`src/rtl/astropix_layers_frame_arbiter_if.sv`:
```
// Byte-stream bundle shared by the layer inputs (LANES wide) and the merged output (LANES=1).
// Handshake: a byte moves on a rising clk edge where tvalid && tready; the source holds tdata/tlast/tdest until then.
interface astropix_layers_frame_arbiter_if #(
  parameter int LANES      = 1,
  parameter int DATA_WIDTH = 8,
  parameter int DEST_WIDTH = 8
);
  logic [LANES*DATA_WIDTH-1:0] tdata;
  logic [LANES-1:0]            tvalid;
  logic [LANES-1:0]            tready;
  logic [LANES-1:0]            tlast;
  logic [DEST_WIDTH-1:0]       tdest;

  modport master (output tdata, tvalid, tlast, tdest, input tready);
  modport slave  (input tdata, tvalid, tlast, tdest, output tready);
endinterface

```
`src/rtl/astropix_layers_frame_arbiter.sv`:
```
// Round-robin frame arbiter: merges per-layer LEN-prefixed byte frames into one stream,
// holding each grant for a whole frame and checking tlast position against LEN.
module astropix_layers_frame_arbiter #(
  parameter int NUM_LAYERS = 3,
  parameter int DATA_WIDTH = 8,
  parameter int DEST_WIDTH = 8
) (
  input  logic                            clk,
  input  logic                            rst,
  astropix_layers_frame_arbiter_if.slave  s_axis,
  astropix_layers_frame_arbiter_if.master m_axis,
  input  logic [NUM_LAYERS-1:0]           cfg_layer_enable,
  output logic                            stat_frame_forwarded,
  output logic                            stat_length_error,
  output logic                            status_grant_active,
  output logic                            dbg_state
);

  localparam int GW = (NUM_LAYERS > 1) ? $clog2(NUM_LAYERS) : 1;

  typedef enum logic {
    IDLE  = 1'b0,
    FRAME = 1'b1
  } state_t;

  state_t                  state_q, state_d;
  logic [GW-1:0]           grant_q;
  logic [GW-1:0]           ptr_q;
  logic [GW-1:0]           pick;
  logic                    found;
  int                      idx;

  logic                    first_byte_q;
  logic                    ovr_flagged_q;
  logic [7:0]              rem_q;

  logic                    out_free;
  logic                    sel_valid;
  logic                    sel_last;
  logic [DATA_WIDTH-1:0]   sel_data;
  logic                    accept;
  logic                    len_err;

  logic [DATA_WIDTH-1:0]   m_data_q;
  logic                    m_valid_q;
  logic                    m_last_q;
  logic [DEST_WIDTH-1:0]   m_dest_q;

  // Round-robin search starting one past the last served layer.
  always_comb begin
    found = 1'b0;
    pick  = '0;
    idx   = 0;
    for (int k = 1; k <= NUM_LAYERS; k++) begin
      idx = int'(ptr_q) + k;
      if (idx >= NUM_LAYERS) idx = idx - NUM_LAYERS;
      if (!found && s_axis.tvalid[idx] && cfg_layer_enable[idx]) begin
        found = 1'b1;
        pick  = GW'(idx);
      end
    end
  end

  always_comb begin
    sel_valid = s_axis.tvalid[grant_q];
    sel_last  = s_axis.tlast[grant_q];
    sel_data  = s_axis.tdata[int'(grant_q)*DATA_WIDTH +: DATA_WIDTH];
  end

  // Ready follows the output register so a full, stalled register blocks the upstream.
  always_comb begin
    out_free      = !m_valid_q || m_axis.tready[0];
    s_axis.tready = '0;
    if (state_q == FRAME) s_axis.tready[grant_q] = out_free;
    accept = (state_q == FRAME) && sel_valid && out_free;
  end

  always_comb begin
    state_d = state_q;
    case (state_q)
      IDLE:  if (found) state_d = FRAME;
      FRAME: if (accept && sel_last) state_d = IDLE;
    endcase
  end

  // rem_q counts bytes still owed after the LEN byte; overrun is reported once per frame.
  always_comb begin
    len_err = 1'b0;
    if (accept) begin
      if (first_byte_q)         len_err = sel_last && (sel_data[7:0] != 8'd0);
      else if (sel_last)        len_err = (rem_q != 8'd1);
      else if (rem_q == 8'd0)   len_err = !ovr_flagged_q;
    end
  end

  always_ff @(posedge clk or posedge rst) begin
    if (rst) begin
      state_q              <= IDLE;
      ptr_q                <= GW'(NUM_LAYERS - 1);
      grant_q              <= '0;
      first_byte_q         <= 1'b1;
      ovr_flagged_q        <= 1'b0;
      rem_q                <= 8'd0;
      stat_frame_forwarded <= 1'b0;
      stat_length_error    <= 1'b0;
    end else begin
      state_q              <= state_d;
      stat_frame_forwarded <= accept && sel_last;
      stat_length_error    <= len_err;
      if (state_q == IDLE && found) begin
        grant_q       <= pick;
        first_byte_q  <= 1'b1;
        ovr_flagged_q <= 1'b0;
      end
      if (accept) begin
        if (first_byte_q) begin
          rem_q        <= sel_data[7:0];
          first_byte_q <= 1'b0;
        end else if (rem_q != 8'd0) begin
          rem_q <= rem_q - 8'd1;
        end else if (!sel_last) begin
          ovr_flagged_q <= 1'b1;
        end
        if (sel_last) ptr_q <= grant_q;
      end
    end
  end

  always_ff @(posedge clk or posedge rst) begin
    if (rst) begin
      m_data_q  <= '0;
      m_valid_q <= 1'b0;
      m_last_q  <= 1'b0;
      m_dest_q  <= '0;
    end else if (accept) begin
      m_data_q  <= sel_data;
      m_valid_q <= 1'b1;
      m_last_q  <= sel_last;
      m_dest_q  <= DEST_WIDTH'(grant_q);
    end else if (m_axis.tready[0]) begin
      m_valid_q <= 1'b0;
    end
  end

  always_comb begin
    m_axis.tdata        = m_data_q;
    m_axis.tvalid[0]    = m_valid_q;
    m_axis.tlast[0]     = m_last_q;
    m_axis.tdest        = m_dest_q;
    status_grant_active = (state_q == FRAME);
    dbg_state           = state_q;
  end

endmodule

```
`src/flat_wrapper.sv`:
```
// flat-port wrapper written by rule: the top's interface ports become plain ports
module astropix_layers_frame_arbiter_flat 
#(
  parameter int NUM_LAYERS = 3,
  parameter int DATA_WIDTH = 8,
  parameter int DEST_WIDTH = 8
)
  (clk, rst, cfg_layer_enable, stat_frame_forwarded, stat_length_error, status_grant_active, dbg_state, s_axis_tdata, s_axis_tvalid, s_axis_tlast, s_axis_tdest, s_axis_tready, m_axis_tdata, m_axis_tvalid, m_axis_tlast, m_axis_tdest, m_axis_tready);
  astropix_layers_frame_arbiter_if #(.LANES((3)), .DATA_WIDTH(DATA_WIDTH), .DEST_WIDTH(DEST_WIDTH)) s_axis_i ();
  astropix_layers_frame_arbiter_if #(.LANES(1), .DATA_WIDTH(DATA_WIDTH), .DEST_WIDTH(DEST_WIDTH)) m_axis_i ();
  input  logic clk;
  input  logic rst;
  input  logic [NUM_LAYERS-1:0] cfg_layer_enable;
  output logic stat_frame_forwarded;
  output logic stat_length_error;
  output logic status_grant_active;
  output logic dbg_state;
  input wire logic [$bits(s_axis_i.tdata)-1:0] s_axis_tdata;
  input wire logic [$bits(s_axis_i.tvalid)-1:0] s_axis_tvalid;
  input wire logic [$bits(s_axis_i.tlast)-1:0] s_axis_tlast;
  input wire logic [$bits(s_axis_i.tdest)-1:0] s_axis_tdest;
  output wire logic [$bits(s_axis_i.tready)-1:0] s_axis_tready;
  output wire logic [$bits(m_axis_i.tdata)-1:0] m_axis_tdata;
  output wire logic [$bits(m_axis_i.tvalid)-1:0] m_axis_tvalid;
  output wire logic [$bits(m_axis_i.tlast)-1:0] m_axis_tlast;
  output wire logic [$bits(m_axis_i.tdest)-1:0] m_axis_tdest;
  input wire logic [$bits(m_axis_i.tready)-1:0] m_axis_tready;
  assign s_axis_i.tdata = s_axis_tdata;
  assign s_axis_i.tvalid = s_axis_tvalid;
  assign s_axis_i.tlast = s_axis_tlast;
  assign s_axis_i.tdest = s_axis_tdest;
  assign s_axis_tready = s_axis_i.tready;
  assign m_axis_tdata = m_axis_i.tdata;
  assign m_axis_tvalid = m_axis_i.tvalid;
  assign m_axis_tlast = m_axis_i.tlast;
  assign m_axis_tdest = m_axis_i.tdest;
  assign m_axis_i.tready = m_axis_tready;
  astropix_layers_frame_arbiter #(.NUM_LAYERS(NUM_LAYERS), .DATA_WIDTH(DATA_WIDTH), .DEST_WIDTH(DEST_WIDTH)) u_core (.clk(clk), .rst(rst), .s_axis(s_axis_i), .m_axis(m_axis_i), .cfg_layer_enable(cfg_layer_enable), .stat_frame_forwarded(stat_frame_forwarded), .stat_length_error(stat_length_error), .status_grant_active(status_grant_active), .dbg_state(dbg_state));
endmodule
```
`config.mk`:
```
export PLATFORM = sky130hd
export DESIGN_NAME = astropix_layers_frame_arbiter_flat
export DESIGN_NICKNAME = d
export VERILOG_FILES = /design/src/rtl/astropix_layers_frame_arbiter_if.sv /design/src/rtl/astropix_layers_frame_arbiter.sv /design/src/flat_wrapper.sv
export SDC_FILE = /design/constraint.sdc
export NUM_CORES = 1
export LEC_CHECK = 0
export CORE_ASPECT_RATIO = 0.75
export CORE_MARGIN = 1
export CORE_UTILIZATION = 68
export CTS_CLUSTER_SIZE = 20
export DETAILED_ROUTE_END_ITERATION = 16
export DONT_BUFFER_PORTS = 1
export MAX_ROUTING_LAYER = met4
export PLACE_DENSITY = 0.93
export SYNTH_ARGS = -nofsm -noshare
export SYNTH_HDL_FRONTEND = slang
export SYNTH_SLANG_ARGS = --single-unit
```
`constraint.sdc`:
```
create_clock -name clk -period 3.15 [get_ports clk]
set_input_delay 0.945 -clock clk [delete_from_list [all_inputs] [get_ports clk]]
set_output_delay 0.945 -clock clk [all_outputs]
set_load 0.03 [all_outputs]
```
== After elaboration in Yosys (flattened, before gate mapping) ==
Index checks and enable logic that the tools add are counted.

* Logic and storage cells: 107
* Bits in latches: 0
* Input bits: 44
* RAM bits: 0
* Output and inout bits: 25
* Register bits after elaboration: 29
* Bits in read-only memories: 0
* Memories: 0

* Divide/modulo/power cells: 0
* Mux-type cells: 53
* Shift-type cells: 1
* $mul: 0
* Add/subtract/negate cells: 7
* Reduce and logical (&&, ||, !) cells: 23
* Bitwise operators: 2
* Equal/unequal tests: 1
* $lt $le $gt $ge: 8

{| class="wikitable"
|+ Operator list
! kind !! count
|-
| >= comparator 32 x 3 -> 1 bit, second input constant || 3
|-
| < comparator 32 x 4 -> 1 bit, second input constant || 3
|-
| two-way mux 32 bit || 3
|-
| subtractor 32 x 3 -> 32 bit, second input constant || 3
|-
| two-way mux 1 bit || 34
|-
| indexed part select 24 x 6 -> 8 bit || 1
|-
| binary-select mux 1 bit (select 2 bit) || 8
|-
| two-way mux 8 bit || 2
|-
| nonzero test 8 bit || 2
|-
| logical AND 1 bit || 11
|-
| zero test 8 bit || 1
|-
| != test 8 x 1 -> 1 bit, second input constant || 1
|-
| subtractor 8 x 1 -> 8 bit, second input constant || 1
|-
| adder 2 x 2 -> 3 bit, second input constant || 2
|-
| two-way mux 2 bit || 3
|-
| zero test 1 bit || 4
|-
| AND reduction 2 bit || 2
|-
| nonzero test 2 bit || 2
|-
| adder 2 x 1 -> 3 bit, second input constant || 1
|-
| AND 3 bit || 1
|-
| < comparator 2 x 3 -> 1 bit, second input constant || 1
|-
| two-way mux 3 bit || 1
|-
| demux 1 bit (select 2 bit) || 1
|-
| >= comparator 2 x 1 -> 1 bit, second input constant || 1
|-
| other kinds (3) || 3
|}

== Longest topological paths before layout ==
* Depth after elaboration: 22
* Depth in mapped cells: 8
* Gate-level depth less buffers: 7

== Worst setup path after synthesis ==
No wires, ideal clock.

* Path type: input port to output port
* Start: input port m_axis_tready
* End: output port s_axis_tready[0]
* Path slack: 0.305 ns
* Stages: 3
* Buffers on the path: 0
* Data arrival time: 1.900 ns
* Required time: 2.205 ns
* Cells stage by stage: nand2b_1 nand2_1 nor3_1

* Word-level cells in the longest chain between the ends: 3

{| class="wikitable"
|+ RTL lines
! item !! line !! text
|-
| from (decl) || flat_wrapper.sv:27 || <nowiki>input wire logic [$bits(m_axis_i.tready)-1:0] m_axis_tready;</nowiki>
|-
| logical OR 1 bit || astropix_layers_frame_arbiter.sv:72 || <nowiki>out_free = !m_valid_q || m_axis.tready[0];</nowiki>
|-
| AND 3 bit (no line) || n/a ||
|-
| two-way mux 3 bit || astropix_layers_frame_arbiter.sv:74 || <nowiki>if (state_q == FRAME) s_axis.tready[grant_q] = out_free;</nowiki>
|-
| to (decl) || flat_wrapper.sv:22 || <nowiki>output wire logic [$bits(s_axis_i.tready)-1:0] s_axis_tready;</nowiki>
|}

No other way between the ends.

== Final worst setup path ==
* Start: register u_core.grant_q[1]
* End: output port s_axis_tready[2]

* Word-level cells in the longest chain between the ends: 6
* Elaborated cells on any way between the ends: 7
* Those cells by class: order compare: 2; mux: 3; bitwise: 1; reduce/logical: 1

{| class="wikitable"
|+ RTL lines
! item !! line !! text
|-
| from (decl) || astropix_layers_frame_arbiter.sv:27 || <nowiki>logic [GW-1:0] grant_q;</nowiki>
|-
| from (signal assigned) || astropix_layers_frame_arbiter.sv:111 || <nowiki>grant_q <= pick;</nowiki>
|-
| < comparator 2 x 3 -> 1 bit (not written as such) or >= comparator 2 x 1 -> 1 bit (tied branches) || astropix_layers_frame_arbiter.sv:74 ||
|-
| logical AND 1 bit (not written as such) || astropix_layers_frame_arbiter.sv:74 ||
|-
| two-way mux 1 bit (not written as such) || astropix_layers_frame_arbiter.sv:74 ||
|-
| demux 1 bit (select 2 bit) (*) || n/a ||
|-
| AND 3 bit (no line) (*) || n/a ||
|-
| two-way mux 3 bit (*) || astropix_layers_frame_arbiter.sv:74 ||
|}

Mark *: on every way between the ends. The rest lies on a longest branch, timed or not.

==> flow_summary.toml <==
[run_status]
outcome = "complete, no violations"

[detailed_routing]
drt_iter0_drc = 134
viasPerCell = 6.434
wl_per_cell_um = 17.81
drtPass1Iterations = 4
ant_nets = 0
wl_um = 4470
drc = 0
vias = 1615

[logic_synthesis]
synth.distinct_cells = 53
synth-seq-cells = 29
syn-mean-instance-area_sq_um = 9.017
ys_warn_count = 0
yosysTopAreaCell = "dfrtp_1"
ys_seq_area_share_pct = 37.92
netlist_area_sq_mm = 0.001921
synth_common_cells = "dfrtp_1 (27), nand2_1 (27), o21ai_0 (25), nor2_1 (12), inv_1 (10)"
synth_edf_count = 0
async_flop_share_pct = 100.0
synth_top_area_share_pct = 35.18
postSynthCellCount = 213
synthTopCellsByArea = "dfrtp_1 (35%), o21ai_0 (6.5%), nand2_1 (5.3%), ha_1 (4.6%), buf_4 (3.5%)"
synth_ff_type = "dfrtp_1"

[worst_setup_path]
start_kind = "register"
arrival_ns = 1.69
cp_max_fo = 16
crit_type = "reg2out"
cp-end-kind = "output port"
critPathRequiredTime_ns = 2.20

[pwr]
power_density_mw_per_mm2 = 1114
ir_drop_mv = 0.5312
leakage_nw = 0.8553

[timing]
hold_viol_final = 0
finalMaxSlewViolations = 0
slew_headroom_pct = 47.80
period_needed_ns = 2.639
fin_crit_sh_pct = 83.77
setup_viol = 0
finClkSkew_ns = 0.01038
fmax_ghz = 0.3790
rsz0062_at_grt = "no"
setup_tns_ns = 0
tightest_slew_ns = 0.7814

[cells_and_area]
area_delta_synth_final_pct = 3.453
drive_gt1_share_pct = 14.42
n_antenna_cell = 0
utilization_pct = 75.19
nets = 265

[floorplan]
core_region_area_sq_mm = 0.002643
start_util_pct = 72.68
fp.dieArea_sq_mm = 0.003043
dieWidth_um = 63.37
ioPinCount = 69
die_h_um = 48.03
num_rows = 16

[hold_path]
hold_path.class = "in2async"

[run]
max_cap_violations = 0

[clock_tree]
cts_max_path_buffers = 2
postCtsSetupBuffers = 0
cts_max_level = 2
root_buffer = "clkbuf_8"
clock_sinks = 29
clk_latency_ns = 0.28
postCtsResizedCells = 0
cts_hold_buf = 0
clkSlewWorstSetupHoldPaths_ns = 0.07
cts_tree = "done"
cts_buffers = 5

[placement]
gp_congestion = 0.9044
hpwlAfterDp_um = 3301
io_buffers = 0

[global_route]
grt_pass1_vias = 1351
track_usage_pct = 31.05
grt_pass1_wl_um = 6630
grt_max_degree = 29
overflow = 0
antenna_found_initial = 0
-- routing by layer --
layer  track usage [%]  vias up  routed length [um]
met5                 -        -                   0
li1                  -      750                   -
met3             7.619        6                 493
met2             50.64       88                2043
met1             39.94      771                1893
met4             6.818        0                  40
-- area by class of cell --
cell class / count / area, sq um
Clock buffer: 6 / 72.57
Clock inverter: 2 / 10.01
Fill cell: 195 / 655.6
Inverter: 12 / 45.04
Multi-Input combinational cell: 161 / 1049
Sequential cell: 29 / 728.2
Tap cell: 36 / 45.04
Timing Repair Buffer: 5 / 37.54
-- sequential cells by signal (all words and copies together) (netlist names) --
name,cells
u_core.m_axis.tdata,8
u_core.rem_q,8
u_core.grant_q,2
u_core.m_axis.tdest,2
u_core.ptr_q,2
u_core.dbg_state,1
u_core.first_byte_q,1
u_core.m_axis.tlast,1
u_core.m_axis.tvalid,1
u_core.ovr_flagged_q,1
u_core.stat_frame_forwarded,1
u_core.stat_length_error,1
-- per-stage QoR --
step	setup WS, ns	instance area [sq um]	instances	hold slack (ns)	power (mW)
floorplan	0.3048	1939	218	0.4570	1.698
global placement	0.5933	1904	243	0.4766	1.834
detailed placement	0.5358	1904	243	0.4762	1.894
CTS	0.5315	1987	251	0.3956	2.190
global route	0.3527	1987	251	0.3949	2.340
finish	0.5112	1987	251	0.3927	2.214
-- logic make-up (layout without fill, tap and decap cells) --
group	Yosys count	in the layout	share of synthesized area [%]
buffers and inverters	28	25	8.469
AO/OA/AOI/OAI	61	61	20.78
adder cells (fa/ha/maj)	7	7	4.560
flip-flops	29	29	37.92
multiplexers	12	12	7.426
other	1	6	0.1953
AND/OR/NAND/NOR	75	75	20.65
-- critical path, cell delays in order (launching register included) --
cell and delay (ns):
dfrtp_1 0.77, inv_1 0.20, nor3_1 0.24, buf_4 0.20
-- worst paths after layout --
kind	from	to	slack, ns	depth (start not counted)
setup reg to reg	u_core.grant_q[1]	u_core.stat_length_error	0.65	5
min in group clk	u_core.rem_q[6]	u_core.rem_q[6]	0.50	1
hold reg to reg	u_core.rem_q[6]	u_core.rem_q[6]	0.50	1
max in group asynchronous	rst	u_core.ptr_q[1]	2.18	2
setup / recovery	u_core.grant_q[1]	s_axis_tready[2]	0.51	3
hold / removal	rst	u_core.stat_frame_forwarded	0.39	1
-- power by group --
part           leakage (nW)  switching, mW  internal (mW)
Sequential            0.359          0.344          0.547
Clock                0.0450          0.144          0.153
Combinational         0.451          0.651          0.376
Total                 0.855           1.14           1.08
-- cell usage in the layout (no fill, tap or decap), types with 3 or more instances in the layout --
master	count
mux2i_1	3
nor2_1	12
nor3_1	7
nand3_1	6
clkbuf_8	5
nand2_1	27
mux2_2	5
dfrtp_1	27
or3_1	3
ha_1	7
buf_4	5
a31oi_1	3
a21oi_1	6
nor2b_1	3
mux2_4	3
a22oi_1	7
o21ai_0	25
inv_1	10
conb_1	6
Power figures use the tool's default switching activity.
==> patch 1 (same flow settings) <==
`NUM_LAYERS` is set to 3 in 2 places; all go to 6.
--- a/src/rtl/astropix_layers_frame_arbiter.sv
+++ b/src/rtl/astropix_layers_frame_arbiter.sv
@@ -1,7 +1,7 @@
 // Round-robin frame arbiter: merges per-layer LEN-prefixed byte frames into one stream,
 // holding each grant for a whole frame and checking tlast position against LEN.
 module astropix_layers_frame_arbiter #(
-  parameter int NUM_LAYERS = 3,
+  parameter int NUM_LAYERS = 6,
   parameter int DATA_WIDTH = 8,
   parameter int DEST_WIDTH = 8
 ) (
--- a/src/flat_wrapper.sv
+++ b/src/flat_wrapper.sv
@@ -1,7 +1,7 @@
 // flat-port wrapper written by rule: the top's interface ports become plain ports
 module astropix_layers_frame_arbiter_flat 
 #(
-  parameter int NUM_LAYERS = 3,
+  parameter int NUM_LAYERS = 6,
   parameter int DATA_WIDTH = 8,
   parameter int DEST_WIDTH = 8
 )
Interface: changed (resized cfg_layer_enable); port bits go from 69 to 72. The function was not compared with the original's and may differ.
==> patch 1 against the unedited design <==
- design area rose by 53%
- synthesized area rose by 50%
- combinational power rose to 2.6 times the old value
- sequential cell count rose by 3
- sequential power rose by 15%
- power rose by 83%
- critical path depth rose by 7
- count of clock-buffer cells in the layout fell by 1
- routed wire length rose by 64%
- synthesized cell count rose by 62%
- via count rose by 64%
- clock power rose by 38%
- setup slack got worse by 0.35 ns
- maximum frequency fell by 12%
- critical path type is now reg2reg
- highest routed layer unchanged
==> patch 1: results <==
export IMPL_status="finished, final reports clean"
export IMPL_drt_pass1_iterations=6
export IMPL_synthCells=344
export IMPL_gp_congestion=0.990
export IMPL_grt_pass1_wl_um=11400
export IMPL_track_usage_pct=34.7
export IMPL_cts_buffers=5
export IMPL_slowest_stage="dfstp_2"
export IMPL_grt_pass1_vias=2309
export IMPL_use_met1_pct=48.5
export IMPL_critPathTopFamily="compound AO/OA/AOI/OAI gates"
export IMPL_synthTopCellsByCount="nor2_1 (34), nand2_1 (33), dfrtp_1 (29)"
export IMPL_leakage_nw=1.31
export IMPL_r2r_cells=10
export IMPL_use_met3_pct=9.77
export IMPL_crit_start="u_core.ptr_q[0]$_DFFE_PP1P_"
export IMPL_synthTopCellsByArea="dfrtp_1 (25%), ha_1 (6.5%), mux2i_1 (6.3%)"
export IMPL_cp_max_fo=9
export IMPL_min_path_type="reg2reg"
export IMPL_crit_reg2reg_capture="u_core.grant_q[0]$_DFFE_PP0P_"
export IMPL_drt_iter0_drc=242
export IMPL_via_per_inst=6.63
export IMPL_insertion_delay_ns=0.30
export IMPL_worst_endpoint_arrival_ns=3.21
export IMPL_vdd_ir_drop_worst_v=0.000784
export IMPL_synthAdderAreaFrac_pct=6.53
export IMPL_wl_um=7340
export IMPL_reg2reg_setup_slack_ns=0.16
export IMPL_seq_area_frac_synth_pct=28.0
export IMPL_dp_final_hpwl_um=5410
export IMPL_grt_util_met2_pct=49.5
export IMPL_place_inst=391
export IMPL_ys_types=66
export IMPL_synthXorXnorAreaFrac_pct=1.74
export IMPL_grt_max_degree=33
export IMPL_synth_compound_gate_area_share_pct=26.2
export IMPL_slew_headroom_pct=62.1
export IMPL_nets=405
export IMPL_layout_drive_gt1_share_pct=17.2
export IMPL_cp_endpoint="u_core.grant_q[0]$_DFFE_PP0P_"
export IMPL_fin_skew_ns=0.00442
patch 1: cell types whose count changed in the layout (fill, tap and decap cells not counted), moves of 4 or more:
| cell | delta |
|---|---|
| a21o_1 | +4 |
| nand3_1 | +4 |
| mux2_2 | +6 |
| buf_4 | +9 |
| o21a_1 | +5 |
| mux2i_1 | +15 |
| ha_1 | +6 |
| a21oi_1 | +22 |
| nand2_1 | +6 |
| nor2_1 | +22 |
| nand2b_1 | +7 |
patch 1: cell type report:
class / count / area, um2
sequential: 32 / 805
multi-input combinational: 276 / 1900
clock buffer: 5 / 68.8
tap: 55 / 68.8
inverter: 14 / 52.6
clock inverter: 3 / 42.5
fill: 312 / 1010
timing repair buffer: 14 / 105
patch 1: through the flow:
stage               worst slack, ns  utilization (%)  instance area [um2]  hold WS (ns)
finish                        0.158             75.0                 3040         0.510
global route                 0.0348             75.0                 3040         0.565
CTS                          0.0449             74.7                 3030         0.514
detailed placement           0.0760             71.9                 2920         0.494
global placement              0.176             71.9                 2920         0.473
floorplan                    0.0116                -                 2920         0.455
patch 1: logic make-up (layout without fill, tap and decap cells):
| family | Yosys count | after routing |
|---|---|---|
| and+or+nand+nor | 116 | 116 |
| AOI/OAI and AO/OA | 107 | 107 |
| buffers and inverters | 40 | 36 |
| DFF | 32 | 32 |
| muxes | 29 | 29 |
| adders and majority gates | 15 | 15 |
| xor gates and xnor gates | 4 | 4 |
| other | 1 | 5 |
patch 1: power by group:
part           switching [mW]  internal [mW]
Sequential              0.419          0.600
Combinational            1.52           1.11
Clock                   0.176          0.234
patch 1: routing by layer:
layer	wire length, um	vias to the layer above
met1	3320	1250
met2	3080	152
met5	0	-
met3	845	16
li1	-	1227
met4	91	0
==> patch 2 (same flow settings) <==
Made on the original files. Remove the register `stat_length_error`: a continuous assignment takes its place, so the output `stat_length_error` follows one clock earlier.
--- a/src/rtl/astropix_layers_frame_arbiter.sv
+++ b/src/rtl/astropix_layers_frame_arbiter.sv
@@ -102,11 +102,9 @@
       ovr_flagged_q        <= 1'b0;
       rem_q                <= 8'd0;
       stat_frame_forwarded <= 1'b0;
-      stat_length_error    <= 1'b0;
     end else begin
       state_q              <= state_d;
       stat_frame_forwarded <= accept && sel_last;
-      stat_length_error    <= len_err;
       if (state_q == IDLE && found) begin
         grant_q       <= pick;
         first_byte_q  <= 1'b1;
@@ -125,6 +123,8 @@
       end
     end
   end
+
+  assign stat_length_error = len_err;
 
   always_ff @(posedge clk or posedge rst) begin
     if (rst) begin
Check against the original RTL: not equivalent (a bounded check fails within 4 cycles, from zero or initial values and one cycle with rst high).
==> patch 2 against the unedited design <==
- sequential cell count decreased by 1
- power increased by 17%
- sequential share of layout area decreased by 3.6 points
- setup slack got worse by 0.45 ns
- design area increased by 7.1%
- sequential power decreased by 3.5%
- clock skew decreased by 0.0029 ns
- count of clock-buffer cells in the layout decreased by 2
- combinational power increased by 46%
- global-route usage increased by 2.6 points
- synthesized area decreased by 0.39%
- routed wire length increased by 18%
- first-iteration DRC count increased by 34%
- critical path type unchanged
- critical endpoint is now stat_length_error
- largest power group unchanged
==> patch 2: results <==
export IMPL_status="finished, final reports clean"
export IMPL_grt_pass1_vias=1479
export IMPL_worst_slew_pin_slew_ns=1.09
export IMPL_max_stage_delay_ns=0.44
export IMPL_drt_iter0_drc=179
export IMPL_layout_drive_gt1_share_pct=19.3
export IMPL_vdd_ir_drop_worst_v=0.000693
export IMPL_worst_endpoint_arrival_ns=2.15
export IMPL_dpl_cell_area_um2=1960
export IMPL_fin_skew_ns=0.00749
export IMPL_leakage_nw=1.01
export IMPL_dp_worst_setup_slack_ns=0.0507
export IMPL_clkTransAtPathRegs_ns=0.09
export IMPL_htree_num_levels=1
export IMPL_place_inst=257
export IMPL_via_per_inst=6.75
export IMPL_dp_final_hpwl_um=3650
export IMPL_grt_util_met2_pct=61.1
export IMPL_seq_area_frac_synth_pct=36.8
export IMPL_synthTopCellsByCount="nand2_1 (40), dfrtp_1 (26), nor2_1 (16)"
export IMPL_drt_pass1_iterations=5
export IMPL_avgSynthCellArea_um2=8.74
export IMPL_wl_um=5290
export IMPL_cp_max_fo=8
export IMPL_gp_congestion=0.937
export IMPL_grt_pass1_wl_um=7090
export IMPL_use_met3_pct=8.10
export IMPL_fillers=157
export IMPL_ys_types=49
export IMPL_use_met1_pct=37.5
==> patch 2: cell count changes in the layout (fill, tap and decap cells not counted), sizes merged, moves of 4 or more <==
cell / unedited run / this run
nand2: 27 / 40
mux2: 9 / 4
a22oi: 8 / 1
clkinv: 4 / 0
buf: 5 / 24
o2bb2ai: 1 / 7
o21ai: 26 / 16
mux2i: 3 / 10
==> patch 2: cell families (layout without fill, tap and decap cells) <==
kind of cell | count (synthesis) | in the layout | synth area share, %
other cells | 1 | 6 | 0.196
mux | 14 | 14 | 7.98
fa+ha+maj | 7 | 7 | 4.58
compound gates | 48 | 48 | 16.7
simple gates | 94 | 94 | 24.9
buf+inv | 27 | 36 | 8.89
flops | 28 | 28 | 36.8
==> patch 2: area by class of cell <==
cell class	count	area [um2]	share of cell area (%)
flip-flops and latches	28	704	33.1
repair buffers	25	221	10.4
inverters	7	26.3	1.23
well taps	36	45.0	2.12
clock buffers	4	55.1	2.59
multi-input cells	169	1080	50.6
==> patch 2: path summary, 6_finish.rpt <==
kind / start / end / slack (ns) / cells after the start
setup / recovery: u_core.grant_q[1]$_DFFE_PP0P_ / stat_length_error / 0.06 / 8
hold / removal: u_core.rem_q[7]$_DFFE_PP0P_ / u_core.rem_q[7]$_DFFE_PP0P_ / 0.55 / 1
setup reg to reg: u_core.ptr_q[1]$_DFFE_PP1P_ / u_core.first_byte_q$_DFF_PP1_ / 0.92 / 7
hold reg to reg: u_core.rem_q[7]$_DFFE_PP0P_ / u_core.rem_q[7]$_DFFE_PP0P_ / 0.55 / 1
max in group asynchronous: rst / u_core.grant_q[1]$_DFFE_PP0P_ / 1.60 / 1
min in group asynchronous: rst / u_core.m_axis.tdata[6]$_DFFE_PP0P_ / 0.81 / 1
==> patch 2: critical path: cells and delay by family (launching register included) <==
kind,cells,cell delay [ns]
flip-flops,1,0.44
AO/OA/AOI/OAI,2,0.40
multiplexers,1,0.19
AND/OR/NAND/NOR,2,0.40
buffers and inverters,3,0.44
==> patch 2: timing repair <==
item,CTS,global route
gates cloned,0,1
setup buffers,2,5
resized for setup,0,10
endpoints found under the setup margin,1,1
pin swaps,0,3
==> patch 2: layer usage <==
metal | part of all wire [%] | vias to the layer above
met2 | 48 | 152
met1 | 36 | 844
li1 | - | 787
met5 | 0 | -
met3 | 12 | 32
met4 | 4.1 | 0
==> patch 2: power by group <==
group | switching [mW] | leakage, nW | internal, mW | total, mW
Sequential | 0.330 | 0.342 | 0.529 | 0.859
Combinational | 0.840 | 0.643 | 0.661 | 1.50
Clock | 0.115 | 0.0288 | 0.112 | 0.227
Total | 1.28 | 1.01 | 1.30 | 2.59
